## config.mk

```make
export PLATFORM = sky130hd
export DESIGN_NAME = gpca
export DESIGN_NICKNAME = d
export VERILOG_FILES = /design/src/rtl/gpca.sv
export SDC_FILE = /design/constraint.sdc
export NUM_CORES = 1
export LEC_CHECK = 0
export ABC_AREA = 1
export ABC_CLOCK_PERIOD_IN_PS = 2700
export BUFFER_PORTS_ARGS = -buffer_cell sky130_fd_sc_hd__buf_2
export CAP_MARGIN = 10
export CORE_MARGIN = 10
export CORE_UTILIZATION = 40
export DETAILED_ROUTE_END_ITERATION = 10
export PLACE_DENSITY_LB_ADDON = 0.25
export SLEW_MARGIN = 10
export SYNTH_ARGS = -nofsm -noshare
export SYNTH_HDL_FRONTEND = slang
export SYNTH_SLANG_ARGS = --single-unit
export TNS_END_PERCENT = 5
```

## constraint.sdc

```tcl
create_clock -name clk -period 2.7 [get_ports clk]
set_input_delay 0.135 -clock clk [delete_from_list [all_inputs] [get_ports clk]]
set_output_delay 0.135 -clock clk [all_outputs]
set_load 0.005 [all_outputs]
```

## src/rtl/gpca.sv

```systemverilog
// GPCA: 7-row pipelined multiply / square / divide / square-root array, 7-cycle latency.
// Define GPCA_ACCUM_EN to add the A operand in multiply and square modes.
module gpca (
    input  logic        clk,
    input  logic        rst,
    input  logic        X,
    input  logic [1:7]  P,
    input  logic [1:9]  B,
    input  logic [1:9]  C,
    input  logic [1:14] A,
    output logic [1:7]  F,
    output logic [1:15] S
);

    localparam logic [1:0] MODE_MUL  = 2'b00;
    localparam logic [1:0] MODE_SQR  = 2'b01;
    localparam logic [1:0] MODE_DIV  = 2'b10;
    localparam logic [1:0] MODE_SQRT = 2'b11;

    typedef struct packed {
        logic [1:0]  mode;
        logic        ovf;
        logic [6:0]  p;
        logic [8:0]  m;
        logic [16:0] acc;
        logic [6:0]  q;
`ifdef GPCA_ACCUM_EN
        logic [13:0] a;
`endif
    } stage_t;

    // One array row for weight k: Horner step for products, restoring step for divide/root.
    function automatic stage_t row_step(input stage_t s, input int k);
        stage_t      r;
        logic [16:0] trial;
        r     = s;
        trial = '0;
        case (s.mode)
            MODE_MUL, MODE_SQR: begin
                r.acc = (s.acc << 1) + (s.p[6] ? 17'(s.m) : 17'd0);
                r.p   = s.p << 1;
            end
            MODE_DIV: begin
                trial = 17'(s.m) << k;
                if (s.acc >= trial) begin
                    r.acc = s.acc - trial;
                    r.q   = s.q | (7'd1 << k);
                end
            end
            default: begin
                trial = (17'(s.q) << (k + 1)) + (17'd1 << (2 * k));
                if (s.acc >= trial) begin
                    r.acc = s.acc - trial;
                    r.q   = s.q | (7'd1 << k);
                end
            end
        endcase
        return r;
    endfunction

    stage_t      st_q [0:6];
    stage_t      st_d [0:6];
    stage_t      last;
    logic [6:0]  f_q, f_d;
    logic [14:0] s_q, s_d;
    logic [14:0] s_sum;
    logic [8:0]  bv;
    logic [13:0] av;

    always_comb begin
        bv = {<<{B}};
        av = {<<{A}};

        st_d[0]      = '0;
        st_d[0].mode = {X, (C != B)};
        st_d[0].p    = P;
`ifdef GPCA_ACCUM_EN
        st_d[0].a    = A;
`endif
        case (st_d[0].mode)
            MODE_MUL: st_d[0].m = bv;
            MODE_SQR: st_d[0].m = {2'b00, P};
            MODE_DIV: begin
                st_d[0].m   = bv;
                st_d[0].acc = {3'b000, av};
                st_d[0].ovf = (bv == 9'd0) || ({3'b000, av} >= {1'b0, bv, 7'd0});
            end
            default:  st_d[0].acc = {3'b000, A};
        endcase

        for (int i = 1; i < 7; i++) begin
            st_d[i] = row_step(st_q[i-1], 7 - i);
        end

        last = row_step(st_q[6], 0);
`ifdef GPCA_ACCUM_EN
        s_sum = last.acc[14:0] + 15'(last.a);
`else
        s_sum = last.acc[14:0];
`endif
        f_d = '0;
        s_d = s_sum;
        case (last.mode)
            MODE_DIV: begin
                f_d = last.ovf ? 7'h7F : last.q;
                s_d = last.ovf ? 15'h7FFF : last.acc[14:0];
            end
            MODE_SQRT: begin
                f_d = last.q;
                s_d = last.acc[14:0];
            end
            default: ;
        endcase
    end

    // NOTE: every stage is cleared so in-flight operations vanish on reset; a cleared
    // stage decodes as 0*0 multiply and therefore drains as zeros.
    always_ff @(posedge clk) begin
        if (rst) begin
            for (int i = 0; i < 7; i++) begin
                st_q[i] <= '0;
            end
            f_q <= '0;
            s_q <= '0;
        end else begin
            st_q <= st_d;
            f_q  <= f_d;
            s_q  <= s_d;
        end
    end

    assign F = f_q;
    assign S = s_q;

endmodule

```

==> impl_results.md <==
* Status: complete, no violations
* EDFF count, synth at 0
* Leak at around 12 nW
* Main combinational cell family by area after synthesis: simple AND/OR/NAND/NOR gates
* Final WS setup at 0.185 ns
* Final-report hold violation count at 0
* Synth Area in Adders at 0.111
* ANT nets after route at 0
* Combinational power share at 0.210
* Skew final at 0.0118 ns
* Initial drt markers at between 1500 and 2000
* Worst-Skew Late Latency at approximately 0.59 ns
* Area of the multi-input gates at approximately 0.013 mm2
* Number of global-route vias before repair at just under 20000
* Total CTS buffers at 31
* FF/Latch Area at between 0.005 and 0.006 mm2
* Final TNS setup at 0 ns
* Sw power at around 3.4 mW
* Yosys reg bits at 271
* CP Max Fanout at 3
* Setup Viol. Count Final at 0
* Synthesized area at between 0.02 and 0.025 mm2
* Initial antenna violation count at 0
* Asr flop ratio synth at 0
* Synth Area in XOR/XNOR at 0.0482
* Place WS at about 0.12 ns
* # placed instances at 3875
* Max clock buf depth at 3
* Pwr dens at 461 mW/mm2
* Slew @ Worst Pin at roughly 0.62 ns
* Synth area leader: dfxtp_1
* Gr usage total at 0.199
* Hold WC Path Type: in -> reg
* Distinct cells, synth at 60
* Share of layout cells above drive strength 1 at 0.0812
* Mux share of post-synthesis cell area at 0
* Synth Area in Compound Gates at 0.165
* Util after Layout at 0.461
* Port Buffer Count at 63
* Worst vdd rail ir drop at 0.352 mV
* CTS H-tree lvls at 1
* I/O pin count at 64
* CTS tree: built
* Crit end category: flip-flop
* First-pass GRT wire length at 100 mm
* Sink Count at approximately 270
* Synth Flop Type: dfxtp_1
* Row cnt at between 80 and 90
* Sequential share of power at 0.393
* Non-filler cells, final at 3973
* Period minus WS final at between 2 and 3 ns
* Max incr delay on CP at roughly 0.45 ns
* Post-route DRC at 0
* Slowest cell on crit path: o21ai_0
* WL per Instance at approximately 16 um
* Reg2reg setup slack at around 0.18 ns
* Switch share at 0.316
* DIE WIDTH at approximately 250 um
* Initial Utilization at 0.406
* First-pass DRT Iterations at 8
* Grt ovf at 0
* Launching element type of the critical path: flip-flop
* N_diodes at 0
* WS Path Type: reg -> reg
* Crit path DAT at between 3 and 4 ns
* Final period utilization at 0.932
* RSZ-0062 raised after global routing: yes
* Largest net degree at the start of global routing at 47
* Die height at between 200 and 250 um
* Routed via count at 20400
* Syn_area_per_cell at ~6.5 um2
* Maxcap violations at 0
* Post-synthesis simple-gate area fraction at 0.290
* Max Freq at a little under 400 MHz
* Yosys warns at 0
* Max-Slew Margin vs Limit at 0.584
* Root buffer cell: clkbuf_16
* Fraction of the yosys area taken by sequential cells at 0.264
* Syn nets at ~3400
* Die Area at 0.0607 mm2
* # Post-CTS Setup Buffers at 0
* Cells after synthesis at between 3000 and 4000
* Crit-path cells: inv_1, ha_1, fa_1, o21ai_0, nand3_1, nand2_1, nand3_1, nand3_1, xor2_1, nand3_1, nand3_1, nand2_1, inv_1
* Slew Viols, Final at 0
* Area Growth Syn to Fin at 13.5%
* Gpl congestion at around 0.95
* Tot Pwr at 10.7 mW
* CP required at between 3 and 4 ns
* WL final at just over 60 mm
* Internal at approximately 7.3 mW
* Clk pwr share at 0.397
* Top cells by area, synth: dfxtp_1 (26%), nand2_1 (11%), inv_1 (9.9%), ha_1 (9.8%), nor2_1 (6.4%)
* Hpwl dp at 49.9 mm
* Crit-path most repeated cell: nand3_1
* Vias per inst at around 5
* Layout fillers at 5347
* Clock transition at path regs at about 0.06 ns
* Core area at ~0.05 mm2
* Top-area cell type share of the netlist area at 0.264
* Nets at 3492
==> per-stage QoR <==
step / hold WS [ns] / cell area, um2
3_3_place_gp: 0.380 / 21800
2_1_floorplan: 0.253 / 20500
4_1_cts: 0.0128 / 23200
5_1_grt: 0.0617 / 23300
3_5_place_dp: 0.376 / 21800
6_report: 0.0816 / 23300
==> final cells by class <==
type	instances	share of cell area
clock buffer	36	0.0359
clock inverter	22	0.00952
multi-input combinational	2247	0.543
sequential	271	0.233
inverter	558	0.0901
tap	672	0.0361
timing repair buffer	167	0.0522
==> cells by family after synthesis <==
group	Yosys count
xor gates and xnor gates	113
AOI/OAI and AO/OA	589
and+or+nand+nor	1371
buffers and inverters	636
DFF	271
adders and majority gates	174
==> timing repair <==
item,CTS,global route
endpoints found under the setup margin,0,48
gates resized for setup,0,21
endpoints found under the hold margin,41,0
hold buffers,40,0
==> power groups by stage <==
stage	logic, mW	registers, mW	clock network [mW]
2_1_floorplan	1.68	4.24	0
3_3_place_gp	2.15	4.30	0
3_5_place_dp	2.16	4.30	0
4_1_cts	2.21	4.21	4.36
5_1_grt	2.52	4.22	4.50
6_report	2.25	4.21	4.26
==> Yosys cell counts (all sizes together) (25+ instances only) <==
cell and instances:
buf 35, o21ai 223, inv 552, nor2 359, nor3 41, o211ai 42
ha 160, nand2 635, dfxtp 271, nand4 53, o22ai 25, nand3 233
xnor2 25, a31oi 36, a21oi 198, xor2 88, clkbuf 43
==> worst max-delay path: cells and delay by family (launching register included) <==
| kind | cells | cell delay, ns |
|---|---|---|
| compound gates | 1 | 0.45 |
| simple gates | 7 | 0.70 |
| fa+ha+maj | 2 | 0.66 |
| xor+xnor | 1 | 0.16 |
| flops | 1 | 0.36 |
| buf+inv | 2 | 0.12 |
==> placed cells by master (no fill, tap or decap), types with 5 or more instances in the layout <==
cell	n
fa_1	14
a21oi_1	193
o21ai_0	182
a31oi_1	36
ha_1	160
dlygate4sd3_1	40
nand2_2	8
dfxtp_2	6
inv_2	10
xnor2_1	25
nor2_4	5
inv_1	541
nand3_1	229
dfxtp_1	265
a21o_1	10
or2_2	19
o21ai_2	5
a22o_1	5
o22ai_1	25
nor2_1	351
clkinv_1	6
clkbuf_16	31
nor3_1	36
xor2_1	88
clkinvlp_4	8
a32o_1	8
buf_2	62
buf_4	63
nand3b_1	10
o21ai_1	36
o21bai_1	18
o211ai_1	41
nand2_1	625
nor4_1	10
a211oi_1	5
nand4_1	52
==> final timing paths <==
kind / start / endpoint / cells after the start
max: st_q[95] / st_q[64] / 13
min: A[2] / st_q[277] / 5
max reg2reg: st_q[95] / st_q[64] / 13
min reg2reg: st_d[212] / st_d[169] / 2
==> state kept, by name, indices dropped and copies added, names as in the netlist <==
register and cells:
st_d 72, S 15, last 12, F 7
st_q 165
==> metal layers <==
layer,wire length [um],GRT usage,up-vias
met2,28700,0.333,597
met1,28400,0.265,9145
li1,-,-,10500
met5,0,0,-
met3,3370,0.0224,119
met4,1760,0.0595,0
Note: power is estimated with default switching activity, not from simulation.
